--- src/rtl/debug_pkg.sv ---
// Definitions shared between the debug controller and the MCU-side responder:
// command function codes, responder FSM states and the strobe decoder.
package debug_pkg;

  typedef enum logic [2:0] {
    DBG_NONE   = 3'd0,
    DBG_PAUSE  = 3'd1,
    DBG_RESUME = 3'd2,
    DBG_RESET  = 3'd3,
    DBG_REG_RD = 3'd4,
    DBG_REG_WR = 3'd5,
    DBG_MEM_RD = 3'd6,
    DBG_MEM_WR = 3'd7
  } DEBUG_FN;

  typedef enum logic [2:0] {
    RUN       = 3'd0,
    PAUSED    = 3'd1,
    HALT_WAIT = 3'd2,
    MEM_REQ   = 3'd3,
    MEM_WAIT  = 3'd4,
    REG_ACC   = 3'd5,
    RST_HOLD  = 3'd6,
    DONE      = 3'd7
  } resp_state_e;

  // Strobe order {mem_wr, mem_rd, reg_wr, reg_rd, dbg_reset, resume, pause};
  // zero or several strobes decode to DBG_NONE.
  function automatic DEBUG_FN decode_fn(input logic [6:0] strb);
    DEBUG_FN fn;
    case (strb)
      7'b0000001: fn = DBG_PAUSE;
      7'b0000010: fn = DBG_RESUME;
      7'b0000100: fn = DBG_RESET;
      7'b0001000: fn = DBG_REG_RD;
      7'b0010000: fn = DBG_REG_WR;
      7'b0100000: fn = DBG_MEM_RD;
      7'b1000000: fn = DBG_MEM_WR;
      default:    fn = DBG_NONE;
    endcase
    return fn;
  endfunction

endpackage

--- src/rtl/mcu_debug_responder.sv ---
// MCU-side debug command responder: halts, resumes and resets the core, and
// performs memory / register-file accesses for the debugger while paused.
module mcu_debug_responder
  import debug_pkg::*;
#(
  parameter int unsigned RST_CYCLES  = 4,
  parameter int unsigned MEM_TIMEOUT = 255
) (
  input  logic        clk,
  input  logic        reset,
  input  logic        valid,
  input  logic        pause,
  input  logic        resume,
  input  logic        dbg_reset,
  input  logic        reg_rd,
  input  logic        reg_wr,
  input  logic        mem_rd,
  input  logic        mem_wr,
  input  logic [31:0] addr,
  input  logic [31:0] d_in,
  output logic        mcu_busy,
  output logic [31:0] d_rd,
  output logic        error,
  output logic        cpu_halt_req,
  input  logic        cpu_halted,
  output logic        cpu_reset,
  output logic [31:0] mem_addr,
  output logic [31:0] mem_wdata,
  output logic        mem_req,
  output logic        mem_we,
  input  logic [31:0] mem_rdata,
  input  logic        mem_ready,
  output logic [4:0]  rf_addr,
  output logic [31:0] rf_wdata,
  output logic        rf_we,
  input  logic [31:0] rf_rdata
);

  localparam int unsigned CNT_MAX = (RST_CYCLES > MEM_TIMEOUT) ? RST_CYCLES : MEM_TIMEOUT;
  localparam int unsigned CNT_W   = $clog2(CNT_MAX + 1);
  localparam logic [CNT_W-1:0] RST_LOAD = CNT_W'(RST_CYCLES - 1);
  // MEM_WAIT begins the cycle after mem_req, leaving MEM_TIMEOUT-1 cycles to see mem_ready.
  localparam logic [CNT_W-1:0] MEM_LOAD = CNT_W'((MEM_TIMEOUT > 1) ? (MEM_TIMEOUT - 2) : 0);

  resp_state_e      state_q, state_d;
  DEBUG_FN          fn_q, fn_d, fn_s;
  logic [CNT_W-1:0] cnt_q, cnt_d;
  logic             err_q, err_d;
  logic             accept_s, reg_ok_s, mem_ok_s;

  logic        busy_q, busy_d, error_q, error_d, halt_q, halt_d, cpu_reset_q, cpu_reset_d;
  logic        mem_req_q, mem_req_d, mem_we_q, mem_we_d, rf_we_q, rf_we_d;
  logic [31:0] d_rd_q, d_rd_d, mem_addr_q, mem_addr_d, mem_wdata_q, mem_wdata_d;
  logic [31:0] rf_wdata_q, rf_wdata_d;
  logic [4:0]  rf_addr_q, rf_addr_d;

  assign fn_s     = decode_fn({mem_wr, mem_rd, reg_wr, reg_rd, dbg_reset, resume, pause});
  assign accept_s = valid && !busy_q;
  assign reg_ok_s = (state_q == PAUSED) && (addr[31:5] == 27'd0);
  assign mem_ok_s = (state_q == PAUSED) && (addr[1:0] == 2'b00);

  always_ff @(posedge clk) begin
    if (reset) begin
      state_q     <= RUN;
      fn_q        <= DBG_NONE;
      cnt_q       <= {CNT_W{1'b0}};
      err_q       <= 1'b0;
      busy_q      <= 1'b0;
      d_rd_q      <= 32'd0;
      error_q     <= 1'b0;
      halt_q      <= 1'b0;
      cpu_reset_q <= 1'b0;
      mem_addr_q  <= 32'd0;
      mem_wdata_q <= 32'd0;
      mem_req_q   <= 1'b0;
      mem_we_q    <= 1'b0;
      rf_addr_q   <= 5'd0;
      rf_wdata_q  <= 32'd0;
      rf_we_q     <= 1'b0;
    end else begin
      state_q     <= state_d;
      fn_q        <= fn_d;
      cnt_q       <= cnt_d;
      err_q       <= err_d;
      busy_q      <= busy_d;
      d_rd_q      <= d_rd_d;
      error_q     <= error_d;
      halt_q      <= halt_d;
      cpu_reset_q <= cpu_reset_d;
      mem_addr_q  <= mem_addr_d;
      mem_wdata_q <= mem_wdata_d;
      mem_req_q   <= mem_req_d;
      mem_we_q    <= mem_we_d;
      rf_addr_q   <= rf_addr_d;
      rf_wdata_q  <= rf_wdata_d;
      rf_we_q     <= rf_we_d;
    end
  end

  // Every command finishes through DONE or straight out of MEM_WAIT/REG_ACC.
  always_comb begin
    state_d = state_q;
    fn_d    = fn_q;
    cnt_d   = cnt_q;
    err_d   = err_q;
    case (state_q)
      RUN, PAUSED: begin
        if (accept_s) begin
          fn_d    = fn_s;
          err_d   = 1'b0;
          state_d = DONE;
          case (fn_s)
            DBG_PAUSE:  state_d = (state_q == RUN) ? HALT_WAIT : DONE;
            DBG_RESUME: state_d = DONE;
            DBG_RESET: begin
              state_d = RST_HOLD;
              cnt_d   = RST_LOAD;
            end
            DBG_REG_RD, DBG_REG_WR: begin
              if (reg_ok_s) state_d = REG_ACC;
              else          err_d   = 1'b1;
            end
            DBG_MEM_RD, DBG_MEM_WR: begin
              if (mem_ok_s) state_d = MEM_REQ;
              else          err_d   = 1'b1;
            end
            default: err_d = 1'b1;
          endcase
        end else begin
          state_d = state_q;
        end
      end
      HALT_WAIT: state_d = cpu_halted ? DONE : HALT_WAIT;
      MEM_REQ: begin
        state_d = MEM_WAIT;
        cnt_d   = MEM_LOAD;
      end
      MEM_WAIT: begin
        if (mem_ready || (cnt_q == {CNT_W{1'b0}})) state_d = PAUSED;
        else                                       cnt_d   = cnt_q - CNT_W'(1);
      end
      REG_ACC: state_d = PAUSED;
      RST_HOLD: begin
        if (cnt_q == {CNT_W{1'b0}}) state_d = DONE;
        else                        cnt_d   = cnt_q - CNT_W'(1);
      end
      DONE:    state_d = halt_q ? PAUSED : RUN;
      default: state_d = RUN;
    endcase
  end

  // Registered outputs: next values for every output register.
  always_comb begin
    busy_d      = busy_q;
    d_rd_d      = d_rd_q;
    error_d     = 1'b0;
    halt_d      = halt_q;
    cpu_reset_d = cpu_reset_q;
    mem_addr_d  = mem_addr_q;
    mem_wdata_d = mem_wdata_q;
    mem_req_d   = 1'b0;
    mem_we_d    = 1'b0;
    rf_addr_d   = rf_addr_q;
    rf_wdata_d  = rf_wdata_q;
    rf_we_d     = 1'b0;
    case (state_q)
      RUN, PAUSED: begin
        if (accept_s) begin
          busy_d = 1'b1;
          case (fn_s)
            DBG_PAUSE:  halt_d = 1'b1;
            DBG_RESUME: halt_d = 1'b0;
            DBG_RESET: begin
              cpu_reset_d = 1'b1;
              halt_d      = 1'b0;
            end
            DBG_REG_RD, DBG_REG_WR: begin
              if (reg_ok_s) begin
                rf_addr_d  = addr[4:0];
                rf_wdata_d = d_in;
                rf_we_d    = (fn_s == DBG_REG_WR) && (addr[4:0] != 5'd0);
              end else begin
                rf_we_d = 1'b0;
              end
            end
            DBG_MEM_RD, DBG_MEM_WR: begin
              if (mem_ok_s) begin
                mem_addr_d  = addr;
                mem_wdata_d = d_in;
                mem_req_d   = 1'b1;
                mem_we_d    = (fn_s == DBG_MEM_WR);
              end else begin
                mem_req_d = 1'b0;
              end
            end
            default: busy_d = 1'b1;
          endcase
        end else begin
          busy_d = 1'b0;
        end
      end
      MEM_WAIT: begin
        if (mem_ready) begin
          busy_d = 1'b0;
          d_rd_d = (fn_q == DBG_MEM_RD) ? mem_rdata : d_rd_q;
        end else if (cnt_q == {CNT_W{1'b0}}) begin
          busy_d  = 1'b0;
          error_d = 1'b1;
        end else begin
          busy_d = 1'b1;
        end
      end
      REG_ACC: begin
        busy_d = 1'b0;
        if (fn_q == DBG_REG_RD) d_rd_d = (rf_addr_q == 5'd0) ? 32'd0 : rf_rdata;
        else                    d_rd_d = d_rd_q;
      end
      RST_HOLD: cpu_reset_d = (cnt_q != {CNT_W{1'b0}});
      DONE: begin
        busy_d  = 1'b0;
        error_d = err_q;
      end
      default: busy_d = busy_q;
    endcase
  end

  assign mcu_busy     = busy_q;
  assign d_rd         = d_rd_q;
  assign error        = error_q;
  assign cpu_halt_req = halt_q;
  assign cpu_reset    = cpu_reset_q;
  assign mem_addr     = mem_addr_q;
  assign mem_wdata    = mem_wdata_q;
  assign mem_req      = mem_req_q;
  assign mem_we       = mem_we_q;
  assign rf_addr      = rf_addr_q;
  assign rf_wdata     = rf_wdata_q;
  assign rf_we        = rf_we_q;

endmodule

--- config.mk ---
export PLATFORM = sky130hd
export DESIGN_NAME = mcu_debug_responder
export DESIGN_NICKNAME = d
export VERILOG_FILES = /design/src/rtl/debug_pkg.sv /design/src/rtl/mcu_debug_responder.sv
export SDC_FILE = /design/constraint.sdc
export NUM_CORES = 1
export LEC_CHECK = 0
export CAP_MARGIN = 10
export CORE_UTILIZATION = 42
export DETAILED_ROUTE_END_ITERATION = 6
export PLACE_DENSITY = 0.8
export REMOVE_ABC_BUFFERS = 1
export SLEW_MARGIN = 15
export SYNTH_ARGS = -nofsm -noshare
export SYNTH_HDL_FRONTEND = slang
export SYNTH_SLANG_ARGS = --single-unit
--- constraint.sdc ---
create_clock -name clk -period 2.46 [get_ports clk]
set_input_delay 0.369 -clock clk [delete_from_list [all_inputs] [get_ports clk]]
set_output_delay 0.369 -clock clk [all_outputs]
set_load 0.01 [all_outputs]
=== After elaboration in Yosys (flattened, before gate mapping) ===
Index checks and enable logic that the tools add are counted.

* Bits in registers: 155
* Bits of input ports: 140
* Output and inout bits: 140
* Word-level logic and storage cells: 126

* Add/sub/neg operators: 1
* Eq/ne operators: 32
* Mux-type cells: 36
* Bitwise logic cells: 6
* Reduce and logical (&&, ||, !) cells: 35

{| class="wikitable"
|+ Operator list
! operator !! count
|-
| 2-to-1 mux 32 bit || 4
|-
| one-hot mux 32 bit (2 select lines) || 1
|-
| one-hot mux 3 bit (7 select lines) || 2
|-
| 2-to-1 mux 8 bit || 4
|-
| one-hot mux 8 bit (4 select lines) || 1
|-
| equality test 3 bit (second input constant) || 10
|-
| zero test 27 bit || 1
|-
| 2-to-1 mux 3 bit || 6
|-
| != test 2 bit (second input constant) || 8
|-
| equality test 3 x 2 -> 1 bit (second input constant) || 4
|-
| one-hot mux 3 bit (4 select lines) || 1
|-
| AND reduction 4 bit || 3
|-
| 2-to-1 mux 1 bit || 11
|-
| OR reduction 2 bit || 5
|-
| OR reduction 5 bit || 2
|-
| AND reduction 3 bit || 3
|-
| zero test 8 bit || 1
|-
| nonzero test 8 bit || 1
|-
| subtractor 8 x 1 -> 8 bit (second input constant) || 1
|-
| equality test 7 x 1 -> 1 bit (second input constant) || 1
|-
| equality test 7 x 2 -> 1 bit (second input constant) || 1
|-
| equality test 7 x 3 -> 1 bit (second input constant) || 1
|-
| equality test 7 x 4 -> 1 bit (second input constant) || 1
|-
| equality test 7 x 5 -> 1 bit (second input constant) || 1
|-
| 22 further kinds || 36
|}

=== Longest topological paths before layout ===
Gate-level depths: netlist of the first run.

* Depth after elaboration: 7
* Depth in mapped cells: 8
* Depth with buffers taken out: 7

=== Least setup slack after synthesis of the first run ===
No wires, ideal clock.

* Kind: input-to-reg
* Start point: input resume
* End point: register mem_addr_q[30], in the netlist mem_addr[30]
* Library setup time: 132 ps
* Arrival: 2106 ps
* Required time: 2328 ps
* Setup slack: 222 ps
* Stages: 8
* Buffers on the path: 3
* Cells stage by stage: buf_2 or4_4 or3_4 or3b_1 buf_6 buf_6 nand2_1 a21oi_1

* Word-level cells in the longest chain between the ends: 5
* Elaborated cells on any way between the ends: 12
* Those cells by class: eq/ne (9); mux (1); reduce/logical (2)

{| class="wikitable"
|+ Ends and longest elaborated chain
! item !! RTL line !! source
|-
| from (decl) || mcu_debug_responder.sv:13 || <nowiki>input logic resume,</nowiki>
|-
| equality test 7 bit, or another cell as far along || debug_pkg.sv:31 || <nowiki>case (strb)</nowiki>
|-
| one-hot mux 3 bit (7 select lines) (*) || debug_pkg.sv:31 ||
|-
| equality test 3 bit || mcu_debug_responder.sv:170 || <nowiki>case (fn_s)</nowiki>
|-
| OR reduction 2 bit (*) || mcu_debug_responder.sv:170 ||
|-
| AND reduction 4 bit (no source line) (*) || - ||
|-
| to (signal assigned) || mcu_debug_responder.sv:90 || <nowiki>mem_addr_q <= mem_addr_d;</nowiki>
|-
| to (decl) || mcu_debug_responder.sv:53 || <nowiki>logic [31:0] d_rd_q, d_rd_d, mem_addr_q, mem_addr_d, mem_wdata_q, mem_wdata_d;</nowiki>
|}

Mark *: on every way between the ends. The rest lies on a longest branch, timed or not.
A chain may end at the register's enable or synchronous reset.

=== Worst setup path after layout of the first run ===
* Start point: input dbg_reset
* End point: register mem_addr_q[10], in the netlist mem_addr[10]

* Word-level cells in the longest chain between the ends: 5
* Elaborated cells on any way between the ends: 12
* Those cells by class: eq/ne (9); mux (1); reduce/logical (2)

{| class="wikitable"
|+ Ends and longest elaborated chain
! item !! RTL line !! source
|-
| from (decl) || mcu_debug_responder.sv:14 || <nowiki>input logic dbg_reset,</nowiki>
|-
| equality test 7 bit, or another cell as far along || debug_pkg.sv:31 ||
|-
| one-hot mux 3 bit (7 select lines) (*) || debug_pkg.sv:31 ||
|-
| equality test 3 bit || mcu_debug_responder.sv:170 ||
|-
| OR reduction 2 bit (*) || mcu_debug_responder.sv:170 ||
|-
| AND reduction 4 bit (no source line) (*) || - ||
|}

Marked as above.

==> run summary, run 1 <==
Req. time, crit path = 2.79 ns
RSZ-0062 raised after global routing = false
CORE AREA = 14600 µm²
Clock Sinks = 155
Tightest Pin Transition = 0.531 ns
storage element area = 3100 µm²
Reg-to-Reg Start = mcu_busy$_SDFFE_PP0P_
CP endpoint kind = register
die extent in y = 125 µm
Peak supply drop = 0.000467 V
total wire length = 19.4 mm
max-cap viol count = 0
Synth Area in Adders = 0.397%
utilization after layout = 68.9%
mux cell area share after synthesis = 6.05%
vias in the first global route = 6016
Netlist Area Pre-Place = 6310 µm²
final std cells w/o fill = 1218
Worst Path Max Fanout = 24
main combinational cell family by area after synthesis = simple AND/OR/NAND/NOR gates
Clock Tree Buf Depth = 2
Clk Latency, worst-skew pair = 0.42 ns
Worst Clk Skew = 0.00919 ns
WHS = 0.364 ns
CTS tree = done
Worst Hold Path EP = fn_q[1]$_SDFFE_PP0P_
die area = 15500 µm²
via/cell ratio = 5.22
Finish-stage setup viols = 0
area of the multi-input gates = 2930 µm²
slowest cell on the critical path = or4_4
R2R cell count = 6
Hold Path Class = in2reg
FF-to-FF End = cnt_q[3]$_SDFFE_PP0P_
top cells by count, synth = dfxtp_1 (155), nand2_1 (133), nor2_1 (91)
ranking of synthesized cells by area = dfxtp_1 (49%), nand2_1 (7.9%), a21oi_1 (6.3%), mux2i_1 (5.9%), nor2_1 (5.4%)
asr flop ratio synth = 0%
CTS root buf = clkbuf_16
detailed-route DRC error count = 0
Routed wire per std cell = 15.9 µm
# IOs = 280
Synth Area per Inst = 8.61 µm²
Post-Syn Instances = 732
Post-CTS Setup Bufs = 0
row count = 44
crit start category = input pin
Port Buffers = 279
area delta synth->final = 59.3%
hpwl dp = 13.9 mm
first-pass GRT wire length = 30.8 mm
starting density of the core = 43.2%
Period minus WS final = 2.38 ns
post-synth top area share = 49.2%
chip width = 125 µm
Synth Area in XOR/XNOR = 0.556%
Buf+Inv Stages, Crit Path = 3
fillers = 1187
#FFs+latches synth = 155
Relative slew margins = 64.4%
H-Tree Level Count = 4
fin area = 10000 µm²
cell with the most instances after synthesis = dfxtp_1
hold path startpoint = reset
antenna violations before repair = 0
Routed Antenna Nets = 0
top_reg_cell synth = dfxtp_1
hold depth = 2
Synth Area in Simple Gates = 20.7%
Area after DPL = 9470 µm²
count of hold-fix buffers inserted at cts = 0
critical path class = in2reg
reg2reg setup slack = 0.29 ns
post-synth top area cell = dfxtp_1
final-stage net count = 1164
Fin. Hold Viols = 0
share of cells above drive strength 1 = 9.19%
Leak = 3.40 nW
status = finished, final reports clean
Critical Path Source = dbg_reset
sequential fraction of the synthesis area = 49.2%
largest net degree at the start of global routing = 65
clk slew on worst S/H paths = 0.06 ns
critical path arrival = 2.72 ns
CTS Buf Count = 17
Unique masters post-synth = 47
period utilization = 96.8%
first-pass iteration count of the detailed router = 5
DR iter-0 viols = 386
Worst path top cell family by delay = simple AND/OR/NAND/NOR gates
number of diodes = 0
DP Cell Count = 1186
cell chain of the critical path = clkdlybuf4s50_1, or4_4, or3_4, buf_4, nor3b_4, clkbuf_16, nand2_1, a21oi_1
slowest stage delay, CP = 0.55 ns
gr usage total = 24.9%
vias = 6353
GR Overflow Total = 0
Post-synth EDFFs = 0
pwr/cell area = 581 nW/µm²
area fraction in compound gates after synthesis = 18.2%
pins over their slew limit = 0
YS warnings = 0
RD Place Congestion = 0.863
maximum clock rate = 420 MHz
==> flip-flops by register name, indices dropped and copies added (netlist names), 3 cells and up <==
signal	cells
d_rd	32
fn_q	3
rf_wdata	32
state_q	3
mem_addr	32
rf_addr	5
cnt_q	8
mem_wdata	32
==> worst reg2reg max path, stage by stage (launching register included) <==
cell and delay (ns):
dfxtp_1 0.35, or4b_2 0.75, nor4_4 0.35, nor3_2 0.15
buf_4 0.18, o21ai_0 0.16, a21oi_1 0.09
==> stage by stage <==
stage / setup TNS, ns / setup WS [ns] / total power [mW]
finish: 0 / 0.0789 / 5.84
floorplan: -356.51 / -4.32 / 2.95
CTS: 0 / 0.0522 / 5.88
global placement: -19.02 / -0.285 / 3.44
global route: 0 / 0.00857 / 6.09
detailed placement: -21.58 / -0.343 / 3.45
==> area by class of cell <==
type | instances | area share [%]
clock buffers | 21 | 4.48
multi-input cells | 519 | 29.2
flip-flops and latches | 155 | 30.9
repair buffers | 326 | 32.1
inverters | 3 | 0.112
well taps | 184 | 2.29
clock inverters | 10 | 0.946
==> metal layers <==
layer  GRT usage (%)  up-vias  part of all wire [%]
met5               0        -                     0
met4            8.22        0                   1.7
met3            8.81       25                   7.5
met2            42.6      220                    50
met1            28.7     2968                    41
li1                -     3140                     -
==> report_power, final <==
group / switching [mW] / internal, mW / total, mW
combinational: 0.364 / 0.446 / 0.810
sequential: 0.0364 / 2.56 / 2.59
clock: 1.02 / 1.41 / 2.44
==> cells in the final DEF, fill, tap and decap left out, drive strengths merged, types with 5 or more instances in the layout <==
cell           instances
a21oi                 80
o21bai                 5
mux2i                 37
nor4                  10
a22oi                 33
clkinv                 6
nand2b                 7
nand2                133
dfxtp                155
clkbuf                22
nor3                  13
a211oi                37
nor3b                  8
buf                   47
clkdlybuf4s50        278
nor2                  91
o21ai                 18
==> worst max path at each step <==
stage,to,cells past startpoint
2_1_floorplan,rf_addr[0]$_SDFFE_PP0P_,5
6_report,mem_addr[10]$_SDFFE_PP0P_,8
3_3_place_gp,mem_addr[4]$_SDFFE_PP0P_,7
4_1_cts,mem_addr[10]$_SDFFE_PP0P_,8
5_1_grt,mem_addr[4]$_SDFFE_PP0P_,8
3_5_place_dp,mem_wdata[22]$_SDFFE_PP0P_,8
==> logic make-up after synthesis <==
family / Yosys count
simple gates: 291
mux: 38
xor+xnor: 4
buf+inv: 58
fa+ha+maj: 2
compound gates: 184
flops: 155
==> repair_timing <==
item                                    4_1_cts  5_1_grt
resized for setup                             0        4
hold endpoints to repair                      0        0
endpoints found under the setup margin        0       30
Power figures use the tool's default switching activity.
==> run 2: changes to the inputs <==
--- a/config.mk
+++ b/config.mk
@@ -6,9 +6,9 @@
 export NUM_CORES = 1
 export LEC_CHECK = 0
 export CAP_MARGIN = 10
-export CORE_UTILIZATION = 42
+export CORE_UTILIZATION = 45
 export DETAILED_ROUTE_END_ITERATION = 6
-export PLACE_DENSITY = 0.8
+export PLACE_DENSITY = 0.85
 export REMOVE_ABC_BUFFERS = 1
 export SLEW_MARGIN = 15
 export SYNTH_ARGS = -nofsm -noshare
==> constraint.sdc (replaced) <==
create_clock -name clk -period 3.09 [get_ports clk]
set_input_delay 0.4635 -clock clk [delete_from_list [all_inputs] [get_ports clk]]
set_output_delay 0.4635 -clock clk [all_outputs]
set_load 0.01 [all_outputs]
==> run 2 against run 1 <==
  * First-iteration DRC count is 12% lower
  * Critical endpoint is now mem_wdata[29]$_SDFFE_PP0P_
  * Non-clock buffer count is 29 lower
  * Final cell count decreased by 3.0%
  * Die area shrank 6.6%
==> run summary, run 2 (same netlist as run 1, synthesis figures left out) <==
status = finished, final reports clean
Relative slew margins = 52.9%
maximum clock rate = 396 MHz
Port Buffers = 279
Worst Clk Skew = 0.00703 ns
Buf+Inv Stages, Crit Path = 2
row count = 42
Req. time, crit path = 3.36 ns
Worst Path Max Fanout = 25
Routed Antenna Nets = 0
Post-CTS Setup Bufs = 0
hpwl dp = 13.4 mm
GR Overflow Total = 0
most frequent cells in the layout = clkdlybuf4s50_1 (278), dfxtp_1 (155), nand2_1 (133)
critical path class = in2reg
via/cell ratio = 5.29
starting density of the core = 46.9%
Routed wire per std cell = 15.9 µm
fin area = 9840 µm²
slowest stage delay, CP = 0.55 ns
Leak = 3.25 nW
Hold Path Class = reg2reg
RSZ-0062 raised after global routing = false
detailed-route DRC error count = 0
area delta synth->final = 56.0%
count of hold-fix buffers inserted at cts = 0
CTS tree = done
largest net degree at the start of global routing = 72
RD Place Congestion = 0.873
final-stage net count = 1135
vias = 6253
Finish-stage setup viols = 0
DR iter-0 viols = 340
Tightest Pin Transition = 0.702 ns
final worst slack = 0.565 ns
pwr/cell area = 483 nW/µm²
die extent in y = 120 µm
area of the multi-input gates = 2920 µm²
storage element area = 3100 µm²
CORE AREA = 13500 µm²
Clock Sinks = 155
# IOs = 280
number of diodes = 0
critical path arrival = 2.79 ns
total wire length = 18.8 mm
pins over their slew limit = 0
max-cap viol count = 0
Worst path top cell family by delay = simple AND/OR/NAND/NOR gates
cell chain of the critical path = clkdlybuf4s50_1, or4_4, or3_4, or3b_2, buf_4, nand2_1, a21oi_1
CP endpoint kind = register
utilization after layout = 73.1%
H-Tree Level Count = 4
gr usage total = 26.3%
first-pass iteration count of the detailed router = 5
clk slew on worst S/H paths = 0.06 ns
CTS root buf = clkbuf_16
Area after DPL = 9240 µm²
final std cells w/o fill = 1181
Period minus WS final = 2.52 ns
Fin. Hold Viols = 0
share of cells above drive strength 1 = 6.47%
Clk Latency, worst-skew pair = 0.42 ns
Clock Tree Buf Depth = 2
die area = 14500 µm²
dpl ws = 0.138 ns
cts repair resizes = 0
commonest non-fill, non-tap cell in the layout = clkdlybuf4s50_1
first-pass GRT wire length = 29.9 mm
fillers = 989
period utilization = 81.7%
slowest cell on the critical path = or4_4
Peak supply drop = 0.000341 V
antenna violations before repair = 0
CTS Buf Count = 17
DP Cell Count = 1150
crit start category = input pin
chip width = 120 µm
vias in the first global route = 5963
run 2: layout make-up:
type	instances	share of cell area, %
Tap cell	176	2.24
Multi-Input combinational cell	519	29.7
Timing Repair Buffer	297	30.4
Inverter	3	0.114
Clock buffer	21	4.58
Clock inverter	10	1.46
Sequential cell	155	31.5
run 2: worst paths after layout:
path	from	end	slack [ns]	cells after the start
setup / recovery	dbg_reset	mem_wdata[29]$_SDFFE_PP0P_	0.57	7
hold / removal	mem_addr[4]$_SDFFE_PP0P_	mem_addr[4]$_SDFFE_PP0P_	0.45	2
setup reg to reg	state_q[0]$_SDFFE_PP0P_	rf_wdata[2]$_SDFFE_PP0P_	0.58	6
hold reg to reg	mem_addr[4]$_SDFFE_PP0P_	mem_addr[4]$_SDFFE_PP0P_	0.45	2
run 2: worst min-delay path, cell delays in order, from the launching register on:
cell     delay [ns]
dfxtp_1        0.31
nand2_1        0.05
a21oi_1        0.05
run 2: routing by layer:
| metal | vias to the layer above | GRT usage, % | part of all wire, % |
|---|---|---|---|
| li1 | 3084 | - | - |
| met1 | 2901 | 29.8 | 40 |
| met2 | 241 | 45.4 | 50 |
| met3 | 27 | 8.73 | 8.5 |
| met4 | 0 | 10.2 | 2.0 |
| met5 | - | 0 | 0 |
run 2: power by group:
| part | internal (mW) | switching (mW) |
|---|---|---|
| Clock | 1.29 | 0.804 |
| Sequential | 2.03 | 0.0505 |
| Combinational | 0.316 | 0.259 |
run 2: metrics by stage:
stage	power, mW	setup TNS, ns	hold WS (ns)
4_1_cts	4.79	0	0.455
3_5_place_dp	2.69	0	0.446
3_3_place_gp	2.68	0	0.441
6_report	4.75	0	0.452
2_1_floorplan	2.35	-278.04	0.437
5_1_grt	4.95	0	0.471
==> run 3: changes to the inputs <==
--- a/config.mk
+++ b/config.mk
@@ -6,9 +6,9 @@
 export NUM_CORES = 1
 export LEC_CHECK = 0
 export CAP_MARGIN = 10
-export CORE_UTILIZATION = 45
+export CORE_UTILIZATION = 38
 export DETAILED_ROUTE_END_ITERATION = 6
-export PLACE_DENSITY = 0.85
+export PLACE_DENSITY = 0.77
 export REMOVE_ABC_BUFFERS = 1
 export SLEW_MARGIN = 15
 export SYNTH_ARGS = -nofsm -noshare
==> constraint.sdc (replaced) <==
create_clock -name clk -period 2.2 [get_ports clk]
set_input_delay 0.33 -clock clk [delete_from_list [all_inputs] [get_ports clk]]
set_output_delay 0.33 -clock clk [all_outputs]
set_load 0.01 [all_outputs]
==> run 3 against run 2 <==
  * Global-route usage fell by 2.8 points
  * Clock skew grew 0.0043 ns
  * Sequential cell count unchanged
  * First-iteration DRC count is 31% lower
  * Non-clock buffer count up 49
  * Worst setup slack got worse by 0.42 ns
  * Critical path depth rose by 1
  * Power is 40% higher
  * Critical path type is now reg2reg
  * Largest cell class is now non-clock buffers
==> run summary, run 3 (same netlist as run 1, synthesis figures left out) <==
clk slew on worst S/H paths = 0.07 ns
CTS tree = done
Reg-to-Reg Start = state_q[1]$_SDFFE_PP0P_
pins over their slew limit = 0
gr usage total = 23.5%
area delta synth->final = 64.6%
Clock Tree Buf Depth = 2
Clk Latency, worst-skew pair = 0.42 ns
reg2reg setup slack = 0.14 ns
RSZ-0062 raised after global routing = false
total power = 6.67 mW
Routed Antenna Nets = 0
die area = 17100 µm²
total wire length = 20.3 mm
Tightest Pin Transition = 0.485 ns
Port Buffers = 279
DR iter-0 viols = 234
Leak = 3.57 nW
Relative slew margins = 67.7%
vias = 6393
period utilization = 93.4%
# IOs = 280
critical path class = reg2reg
H-Tree Level Count = 4
die extent in y = 131 µm
RD Place Congestion = 0.860
Fin. Hold Viols = 0
Peak supply drop = 0.000510 V
pwr/cell area = 642 nW/µm²
hold depth = 2
commonest non-fill, non-tap cell in the layout = clkdlybuf4s50_1
Worst Path Max Fanout = 18
Area after DPL = 9640 µm²
status = finished, final reports clean
CTS Buf Count = 17
Worst Hold Path EP = rf_wdata[4]$_SDFFE_PP0P_
most frequent cells in the layout = clkdlybuf4s50_1 (274), dfxtp_1 (155), nand2_1 (131)
chip width = 131 µm
hpwl dp = 14.6 mm
count of hold-fix buffers inserted at cts = 0
final std cells w/o fill = 1271
Hold Path Class = in2reg
share of cells above drive strength 1 = 12.4%
detailed-route DRC error count = 0
maximum clock rate = 486 MHz
GR Overflow Total = 0
final-stage net count = 1184
starting density of the core = 39.3%
Clock Sinks = 155
via/cell ratio = 5.03
critical path arrival = 2.34 ns
hold path startpoint = reset
fin area = 10400 µm²
first-pass GRT wire length = 31.1 mm
Worst Clk Skew = 0.0113 ns
vias in the first global route = 6156
FF-to-FF End = rf_wdata[8]$_SDFFE_PP0P_
Routed wire per std cell = 16.0 µm
CORE AREA = 16100 µm²
CTS root buf = clkbuf_16
first-pass iteration count of the detailed router = 4
number of diodes = 0
R2R cell count = 8
crit start category = register
Finish-stage setup viols = 0
utilization after layout = 64.6%
Req. time, crit path = 2.49 ns
Period minus WS final = 2.06 ns
CP endpoint kind = register
antenna violations before repair = 0
max-cap viol count = 0
row count = 46
fillers = 1337
DP Cell Count = 1235
largest net degree at the start of global routing = 78
## run 3: cell types whose count changed in the layout (fill, tap and decap cells not counted), sizes merged
cell	change
inv	+5
dlymetal6s2s	+4
clkinv	+2
buf	+48
clkbuf	-2
clkdlybuf4s50	-4
bufinv	-2
clkinvlp	-1
## run 3: worst max path at each step
| stage | startpoint | to | slack [ns] |
|---|---|---|---|
| 2_1_floorplan | state_q[2]$_SDFFE_PP0P_ | rf_addr[0]$_SDFFE_PP0P_ | -4.58 |
| 3_3_place_gp | dbg_reset | mem_wdata[29]$_SDFFE_PP0P_ | -0.52 |
| 3_5_place_dp | dbg_reset | mem_addr[2]$_SDFFE_PP0P_ | -0.56 |
| 4_1_cts | pause | mem_wdata[9]$_SDFFE_PP0P_ | 0.001 |
| 5_1_grt | state_q[1]$_SDFFE_PP0P_ | rf_addr[4]$_SDFFE_PP0P_ | 0.02 |
| 6_report | state_q[1]$_SDFFE_PP0P_ | rf_wdata[8]$_SDFFE_PP0P_ | 0.14 |
## run 3: metal layers
layer  vias up  track usage, %  part of all wire [%]
li1       3180               -                     -
met1      2966            27.3                    41
met2       211            40.5                    50
met3        36            7.49                   6.9
met4         0            8.59                   2.2
met5         -               0                     0
## run 3: power by group
group | internal, mW | leakage [nW] | switching [mW]
Combinational | 0.521 | 2.04 | 0.435
Clock | 1.58 | 0.274 | 1.24
Sequential | 2.86 | 1.25 | 0.0312
Total | 4.96 | 3.57 | 1.71
## run 3: timing repair
action / 4_1_cts / 5_1_grt
resized for setup: 12 / 18
pin swaps: 3 / 7
setup endpoints to repair: 102 / 95
gates cloned: 1 / 1
buffers inserted: 2 / 0
## run 3: final cells by class
type	count	area (µm²)	share of cell area, %
Clock buffer	18	429	4.13
Sequential cell	155	3100	29.9
Clock inverter	14	136	1.31
Timing Repair Buffer	346	3450	33.2
Inverter	3	11.3	0.108
Multi-Input combinational cell	519	2980	28.7
Tap cell	216	270	2.60
## run 3: metrics by stage
| stage | setup slack, ns | TNS [ns] | hold slack (ns) |
|---|---|---|---|
| 2_1_floorplan | -4.58 | -389.30 | 0.399 |
| 3_3_place_gp | -0.522 | -44.77 | 0.441 |
| 3_5_place_dp | -0.560 | -48.22 | 0.446 |
| 4_1_cts | 0.000973 | 0 | 0.300 |
| 5_1_grt | 0.0196 | 0 | 0.322 |
| 6_report | 0.144 | 0 | 0.316 |
## run 3: critical path, stage by stage (launching register included)
cell and delay (ns):
dfxtp_1 0.33, buf_4 0.16, nor3b_2 0.30, nand4_1 0.21
nor4_2 0.26, buf_4 0.18, buf_12 0.18, mux2i_1 0.23
nor2_1 0.06
==> RTL edit (settings of run 1) <==
Reset style: asynchronous (`reset`), changed in one clocked block.
--- a/src/rtl/mcu_debug_responder.sv
+++ b/src/rtl/mcu_debug_responder.sv
@@ -59,7 +59,7 @@
   assign reg_ok_s = (state_q == PAUSED) && (addr[31:5] == 27'd0);
   assign mem_ok_s = (state_q == PAUSED) && (addr[1:0] == 2'b00);
 
-  always_ff @(posedge clk) begin
+  always_ff @(posedge clk or posedge reset) begin
     if (reset) begin
       state_q     <= RUN;
       fn_q        <= DBG_NONE;
Behaviour: differs if reset is asserted again (counterexample within 4 cycles, from zero or initial values and one cycle with reset high); with reset held inactive, the same outputs for 4 cycles.
==> RTL edit against run 1 <==
Sequential share of layout area grew 5.2 points; wire length is 4.2% higher; sequential cell count unchanged; register-to-register slack got worse by 50 ps; synthesized area rose by 7.9%; clock skew is 2.4 ps lower; utilization shrank 0.98 points; non-clock buffer count increased by 6; count of clock-buffer cells in the layout is 1 lower; final area grew 6.9%; worst setup slack gained 71 ps; largest cell class is now flip-flops and latches.
Power is not compared: it rests on default switching activity, and its combinational part moved more than twofold at a synthesized area within 25%.
==> RTL edit: results (changes against run 1) <==
Status
  – Status: finished, final reports clean (unchanged)

Place
  – Place WS: -287 ps (was -343 ps)
  – Inst Count DP: 1079 (was 1186)
  – DPL Wire Length: 15500 um (was 13900 um)
  – Post-DP Area: 10200 um2 (was 9470 um2)
  – RD Place Congestion: 0.889 (was 0.863)

STA
  – Setup Skew: 6.82 ps (was 9.19 ps)
  – Worst setup margin: 150 ps (was 78.9 ps)
  – Fin Hold WS: 386 ps (was 364 ps)
  – Worst Tran Pin Value: 515 ps (was 531 ps)

Clocking
  – Post-CTS setup buffers: 0 (unchanged)
  – CTS H-tree depth: 4 (unchanged)

Worst setup path
  – R2R depth: 5 (was 6)
  – Reg2reg start: state_q[2] (was mcu_busy)
  – Register-to-register setup slack: 240 ps (was 290 ps)
  – CP Data Arrival Time: 2610 ps (was 2720 ps)
  – Worst path slowest cell: clkdlybuf4s50_1 (was or4_4)
  – Crit path capture: rf_wdata[7] (was mem_addr[10])
  – Crit path from: addr[18] (was dbg_reset)
  – CP max stage delay: 430 ps (was 550 ps)
  – CP max FO: 8 (was 24)

Synthesis
  – Count leader, synth: dfrtp_1 (was dfxtp_1)
  – Async S/R FF share, synth: 1.00 (was 0)
  – Commonest cells in the synthesized netlist: 155 x dfrtp_1, 66 x mux2_2, 48 x nor2_1, 43 x a21oi_1, 34 x mux2_1 (was 155 x dfxtp_1, 133 x nand2_1, 91 x nor2_1, 80 x a21oi_1)
  – Area contributors post-synth: dfrtp_1 57%, mux2_2 11%, mux2_1 5.6% (was dfxtp_1 49%, nand2_1 7.9%, a21oi_1 6.3%)
  – Syn Area/Cell: 12.0 um2 (was 8.61 um2)
  – Most used DFF post-synth: dfrtp_1 (was dfxtp_1)
  – Synth cell types: 54 (was 47)
  – Seq/Total Area, Yosys: 0.570 (was 0.492)

GRT
  – Met1 usage: 0.275 (was 0.287)
  – First-pass GRT wire length: 30800 um (about the same)
  – GR Util met3: 0.104 (was 0.0881)
  – Gr usage total: 0.244 (was 0.249)
  – Global-route met2 utilization: 0.412 (was 0.426)

Detailed routing
  – Met1 WL: 7620 um (was 7980 um)
  – Drt first pass iters: 4 (was 5)
  – Vias per inst: 5.24 (was 5.22)
  – Routed len/inst: 18.2 um (was 15.9 um)
  – Met2 Routed Length: 9910 um (was 9610 um)
  – WL met3: 2150 um (was 1450 um)
  – Initial DRC Count: 276 (was 386)

Finish
  – Post-Layout Cell Count: 1111 (was 1218)
  – Nets@finish: 1024 (was 1164)
  – Final Util: 0.679 (was 0.689)
  – Layout cell share with drive strength beyond 1: 0.182 (was 0.0919)
  – Fillers: 1165 (was 1187)

Power
  – Sw Share: 0.301
  – LEAKAGE: 4.78 nW

Min path
  – HP Class: in -> async (was in -> reg)
[RTL edit: power by group through the flow]
| stage | clock, mW | combinational (mW) | sequential, mW |
|---|---|---|---|
| floorplan | 0 | 0.908 | 3.20 |
| global placement | 0 | 2.12 | 3.07 |
| detailed placement | 0 | 2.14 | 3.08 |
| CTS | 2.46 | 2.15 | 3.04 |
| global route | 2.57 | 2.34 | 3.08 |
| finish | 2.40 | 2.14 | 3.04 |
[RTL edit: final cells by class]
class                   instances  share of cell area
well taps                     216              0.0251
multi-input cells             368               0.254
clock buffers                  20              0.0425
repair buffers                332               0.306
flip-flops and latches        155               0.361
clock inverters                12             0.00838
inverters                       8             0.00326
[RTL edit: logic make-up (layout without fill, tap and decap cells)]
family,count (synthesis),in the layout,share of synthesized area
flip-flops,155,155,0.570
AND/OR/NAND/NOR,133,133,0.104
AO/OA/AOI/OAI,126,126,0.117
multiplexers,101,101,0.167
buffers and inverters,43,372,0.0296
XOR/XNOR,6,6,0.00773
adder cells (fa/ha/maj),2,2,0.00368
